File: src/rtl/fetch_unit.sv
// Single-outstanding instruction fetch stage; optional perf counters under FETCH_PERF_CNT_EN.
// Latency: FETCH+VALID >= 2 cycles per instruction; holds req/instr until imem_ready/dec_ready.
module fetch_unit #(
  parameter logic [31:0] RESET_PC = 32'h0000_0000
) (
  input  logic        clk,
  input  logic        reset,
  output logic        imem_req,
  output logic [31:0] imem_addr,
  input  logic        imem_ready,
  input  logic        imem_rvalid,
  input  logic [31:0] imem_rdata,
  output logic [31:0] instr,
  output logic [31:0] instr_pc,
  output logic        instr_valid,
  input  logic        dec_ready,
  input  logic        redirect,
  input  logic [31:0] redirect_base,
  input  logic [31:0] redirect_imm,
  input  logic        redirect_is_jalr,
  input  logic        halt,
  output logic        is_halted,
  output logic        misalign_err
`ifdef FETCH_PERF_CNT_EN
  ,
  output logic [31:0] perf_retired,
  output logic [31:0] perf_stall
`endif
);

  typedef enum logic [2:0] {
    S_IDLE,
    S_FETCH,
    S_WAIT,
    S_VALID,
    S_HALTED
  } state_e;

  state_e      state_q, state_d;
  logic [31:0] pc_q, pc_d;
  logic [31:0] instr_q, instr_d;
  logic [31:0] instr_pc_q, instr_pc_d;
  logic        misalign_q, misalign_d;
  logic [31:0] target_sum, target;

  // JALR clears bit 0 before the alignment check; bit 1 still faults.
  always_comb begin
    target_sum = redirect_base + redirect_imm;
    target     = {target_sum[31:1], target_sum[0] & ~redirect_is_jalr};
  end

  always_comb begin
    state_d    = state_q;
    pc_d       = pc_q;
    instr_d    = instr_q;
    instr_pc_d = instr_pc_q;
    misalign_d = misalign_q;
    case (state_q)
      S_IDLE: state_d = S_FETCH;
      S_FETCH: begin
        if (imem_ready) begin
          if (imem_rvalid) begin
            state_d    = S_VALID;
            instr_d    = imem_rdata;
            instr_pc_d = pc_q;
          end else begin
            state_d = S_WAIT;
          end
        end
      end
      S_WAIT: begin
        if (imem_rvalid) begin
          state_d    = S_VALID;
          instr_d    = imem_rdata;
          instr_pc_d = pc_q;
        end
      end
      S_VALID: begin
        if (dec_ready) begin
          if (halt) begin
            state_d = S_HALTED;
          end else if (redirect) begin
            if (target[1:0] != 2'b00) begin
              misalign_d = 1'b1;
              state_d    = S_HALTED;
            end else begin
              pc_d    = target;
              state_d = S_FETCH;
            end
          end else begin
            pc_d    = pc_q + 32'd4;
            state_d = S_FETCH;
          end
        end
      end
      S_HALTED: state_d = S_HALTED;
      default:  state_d = S_IDLE;
    endcase
  end

  always_ff @(posedge clk) begin
    if (!reset) begin
      state_q    <= S_IDLE;
      pc_q       <= RESET_PC;
      instr_q    <= '0;
      instr_pc_q <= RESET_PC;
      misalign_q <= 1'b0;
    end else begin
      state_q    <= state_d;
      pc_q       <= pc_d;
      instr_q    <= instr_d;
      instr_pc_q <= instr_pc_d;
      misalign_q <= misalign_d;
    end
  end

  assign imem_req     = (state_q == S_FETCH);
  assign imem_addr    = pc_q;
  assign instr        = instr_q;
  assign instr_pc     = instr_pc_q;
  assign instr_valid  = (state_q == S_VALID);
  assign is_halted    = (state_q == S_HALTED);
  assign misalign_err = misalign_q;

`ifdef FETCH_PERF_CNT_EN
  logic [31:0] retired_q, stall_q;

  always_ff @(posedge clk) begin
    if (!reset) begin
      retired_q <= '0;
      stall_q   <= '0;
    end else begin
      if (state_q == S_VALID && dec_ready) retired_q <= retired_q + 32'd1;
      if ((state_q == S_FETCH && !imem_ready) || state_q == S_WAIT) stall_q <= stall_q + 32'd1;
    end
  end

  assign perf_retired = retired_q;
  assign perf_stall   = stall_q;
`endif

endmodule

File: config.mk
export PLATFORM = sky130hd
export DESIGN_NAME = fetch_unit
export DESIGN_NICKNAME = d
export VERILOG_FILES = /design/src/rtl/fetch_unit.sv
export SDC_FILE = /design/constraint.sdc
export NUM_CORES = 1
export LEC_CHECK = 0
export ABC_AREA = 1
export ABC_CLOCK_PERIOD_IN_PS = 1900
export BUFFER_PORTS_ARGS = -buffer_cell sky130_fd_sc_hd__buf_4
export CAP_MARGIN = 10
export CORE_AREA = 4 4 124 126
export CTS_CLUSTER_DIAMETER = 150
export DETAILED_ROUTE_END_ITERATION = 7
export DIE_AREA = 0 0 128 130
export GPL_TIMING_DRIVEN = 0
export PLACE_DENSITY = 0.76
export SYNTH_ARGS = -nofsm -noshare
export SYNTH_HDL_FRONTEND = slang
export SYNTH_SLANG_ARGS = --single-unit
File: constraint.sdc
create_clock -name clk -period 1.9 [get_ports clk]
set_clock_uncertainty 0.1 [all_clocks]
set_input_delay 0.285 -clock clk [delete_from_list [all_inputs] [get_ports clk]]
set_output_delay 0.285 -clock clk [all_outputs]
set_load 0.01 [all_outputs]
==> results.md <==
- For this block, the initial DRC count from the detailed router was around 520.
- The leading cell type in the layout, fill and taps excluded is nand2_1.
- The mux share of post-synthesis cell area is 0%.
- Measured along the y axis, the die boundary spans 130 um.
- After detailed routing, the number of vias per cell comes to approximately 5.3.
- When the netlist entered floorplanning its net count stood at 1185.
- The die is between 100 and 150 um wide.
- Summing the areas of all compound-gate instances in the mapped netlist gives a little under a fifth of the synthesized area.
- The signal on the critical path passes through buf_4, ha_4, fa_2, o21bai_4, nand2_2, nand2_4, inv_2, buf_12, buf_4, o21ai_1, a21oi_1.
- The count of clock tree sinks is 100.
- Routability-driven placement finished with a final weighted congestion of approximately 0.96.
- After technology mapping, the gate count stands at between 1000 and 1500.
- Cells with a size suffix above 1 make up 24.8% of the layout.
- The sequential area share after synthesis is a little under a third.
- The distinct cell type count of the synthesized netlist is between 40 and 50.
- The floorplan core area is 14300 um2.
- In this design, the stage delay of the slowest critical-path cell is roughly 510 ps.
- Setup violations remaining at the end of the flow were counted as 0.
- STA puts the critical path data required time at ~2000 ps.
- The detailed-routing iteration count for the pre-antenna-repair pass is 5.
- The remaining routing DRC violations is 0.
- The worst path in the final design needs a cycle of approximately 1800 ps, including I/O delays and setup.
- Once detailed placement completed, the half-perimeter wirelength came to around 19 mm.
- The worst setup path is of the input pin to register kind.
- The initial cell density of the core is about 46%.
- The flow ran to the end, and the final reports show no timing, DRC or antenna violations.
- The routed via count is 7700.
- The site row count is 44.
- The final-stage net count is ~1400.
- Summed over all layers, the global routing overflow is 0.
- Clock latency on the worst-skew pair, taken at its later pin, is 360 ps.
- The fraction of the mapped netlist area in adder cells is under 10%.
- The cell with the biggest individual delay on the critical path is fa_2.
- The number of endpoints with negative hold slack in the final report is 0.
- The number of warnings issued by yosys is 0.
- The die outline area is roughly 17000 um2.
- The master cell of the clock root buffer is clkbuf_16.
- The routed design has between 20 and 25 mm of wire.
- The number of buffers inserted by hold repair at cts is 0.
- The count of final max-slew check failures is 0.
- Hold is met by 53.7 ps.
- The first global-routing pass estimated 34.8 mm of wire.
- The number of nets with antenna violations after routing is 0.
- From synthesis to final layout, the design area changed by 35.3%.
- Derived from the worst setup path, the maximum achievable clock frequency is 542 MHz.
- In this run the tightest slew margin relative to its limit is roughly 58%.
- After synthesis, the largest family of logic cells by area is simple AND/OR/NAND/NOR gates.
- The maximum number of pins on one net before global-route repair is 21.
- For the pin with the worst max-slew slack, the measured transition is 633 ps.
- The most used flip-flop cell after synthesis is dfxtp_1.
- The highest ir drop seen on vdd is 0.433 mV.
- The kind of path behind the tightest hold check is input pin to register.
- For this design the static power due to leakage is 4.37 nW.
- The kind of start point of the critical path is an input pin.
- The diode insertion count for antenna repair is 0.
- Summing all placed instances gives a cell area of roughly 8400 um2.
- The synthesized netlist occupies a cell area of 6610 um2.
- The tool flagged a number of max-cap violations equal to 0.
- In the layout the commonest cells are nand2_1, buf_4, inv_1, nor2_1, a21oi_1.
- The final clock period utilization by the worst path is 97.1%.
- The clock transition at the register clock pins on the worst setup and hold paths after CTS is approximately 80 ps.
- The maximum fanout encountered on the critical timing path is 10.
- STA puts the critical path data arrival time at 1980 ps.
- For this design the top-level I/O count stands at a little over 200.
- Counting flops with an async set or reset pin after synthesis yields a share of 0%.
- The number of flops mapped to enable cells by yosys is 0.
- The synthesized netlist devotes roughly 3.2% of its cell area to XOR and XNOR gates.
- The worst path meets setup with roughly 56 ps of slack.
- TritonCTS built the clock tree.
- The post-layout utilization of the core is between 60% and 70%.
- The dominant cell type by count on the critical path is buf_4.
- The via count of the first global-routing pass is between 6000 and 7000.
- Each instance of the synthesized netlist takes up on average 6.31 um2.
- The number of port buffers is between 200 and 250.
- The total global-route track usage is a little over a quarter.
- In this run the power density over the cells is 719 nW/um2.
- The detailed-route wire length per cell is approximately 16 um.
- The worst setup timing slack at the placement stage is -495 ps.
- The finished cells cover about 9000 um2.
- The clock tree synthesis step divided the H-tree into 3 levels.
- In this run, synthesis produced a sequential element count of 100.
- In this run, CTS created clock tree buffers numbering 9.
- The number of antenna violations at the first check in global routing is 0.
- No sink is reached through more buffers than the 2 on the longest clock path.
- The worst setup path is captured at a register.
- The area fraction in and, or, nand and nor cells after synthesis is between 30% and 40%.
## worst paths after layout
kind	startpoint	end	slack (ps)	depth (start not counted)
worst max register to register	imem_addr[2]	imem_addr[25]	60	8
worst max-delay path	redirect_base[0]	imem_addr[5]	60	11
worst min register to register	imem_addr[0]	imem_addr[0]	380	2
worst min-delay path	imem_rdata[24]	instr[24]	50	3
## worst max-delay path, delay by kind of cell
family                   cells  cell delay [ps]
adder cells (fa/ha/maj)      2              660
AO/OA/AOI/OAI                3              310
AND/OR/NAND/NOR              2              210
buffers and inverters        4              510
## power by group
group	total, W	switching, W	internal [W]
sequential	0.00249	0.000155	0.00233
combinational	0.00209	0.00119	0.000903
clock	0.00185	0.000922	0.000933
## through the flow
step	TNS (ps)	power [W]	cells
final	0	0.00644	1457
after CTS	-1.14	0.00638	1451
after global placement	-11330	0.00452	1433
after floorplan	-87.9	0.00367	1048
after global routing	-46.6	0.00677	1457
after detailed placement	-11580	0.00455	1433
## synthesized netlist by cell type (2+ instances only)
cell type	number	share of area, %
a211oi_1	2	0.23
buf_2	16	1.2
a221oi_1	2	0.26
ha_1	32	6.1
o21ai_1	25	1.9
inv_1	127	7.2
nor2_2	3	0.28
o22ai_1	2	0.19
dfxtp_1	100	30
nand3_1	65	4.9
a31oi_1	3	0.28
nand3_2	2	0.30
nor2_1	130	7.4
nand4_1	11	1.0
nor3_1	21	1.6
or2_2	2	0.19
a21oi_1	104	7.9
o211ai_1	2	0.23
clkbuf_1	16	0.91
o21ai_0	87	6.6
xnor2_1	2	0.26
nor2_4	2	0.34
nor3_2	5	0.76
o21bai_1	6	0.68
nand3b_1	4	0.45
xor2_1	22	2.9
nand2_1	235	13
inv_2	5	0.28
## cells by family (layout without fill, tap and decap cells)
family | after synthesis | after routing
adder cells (fa/ha/maj) | 33 | 33
buffers and inverters | 168 | 393
AND/OR/NAND/NOR | 486 | 486
AO/OA/AOI/OAI | 237 | 237
XOR/XNOR | 24 | 24
flip-flops | 100 | 100
## registers in the layout (all words and copies together) (netlist names)
register / flops
state_q: 3
misalign_err: 1
imem_addr: 32
instr: 32
instr_pc: 32
## area by class of cell
cell class              count  area (um2)
fillers                  1407        5370
inverters                 132         498
flip-flops and latches    100        2030
well taps                 184         230
clock inverters             7        77.6
clock buffers               9         225
repair buffers            209        1590
multi-input cells         780        4110
plain buffers              36         193
## repair_timing
action,CTS,global route
buffers inserted,2,5
resized for setup,17,45
endpoints found under the hold margin,0,0
pin swaps,3,8
endpoints found under the setup margin,19,30
cloned,0,1
## metal layers
layer  vias to the layer above  GRT usage [%]  routed length [um]
met4                         0           11.4                 809
met3                        48           3.52                1680
met5                         -              0                   0
li1                       3873              -                   -
met1                      3479           34.2                9600
met2                       300           43.4               10900
(Power assumes the default switching activity.)
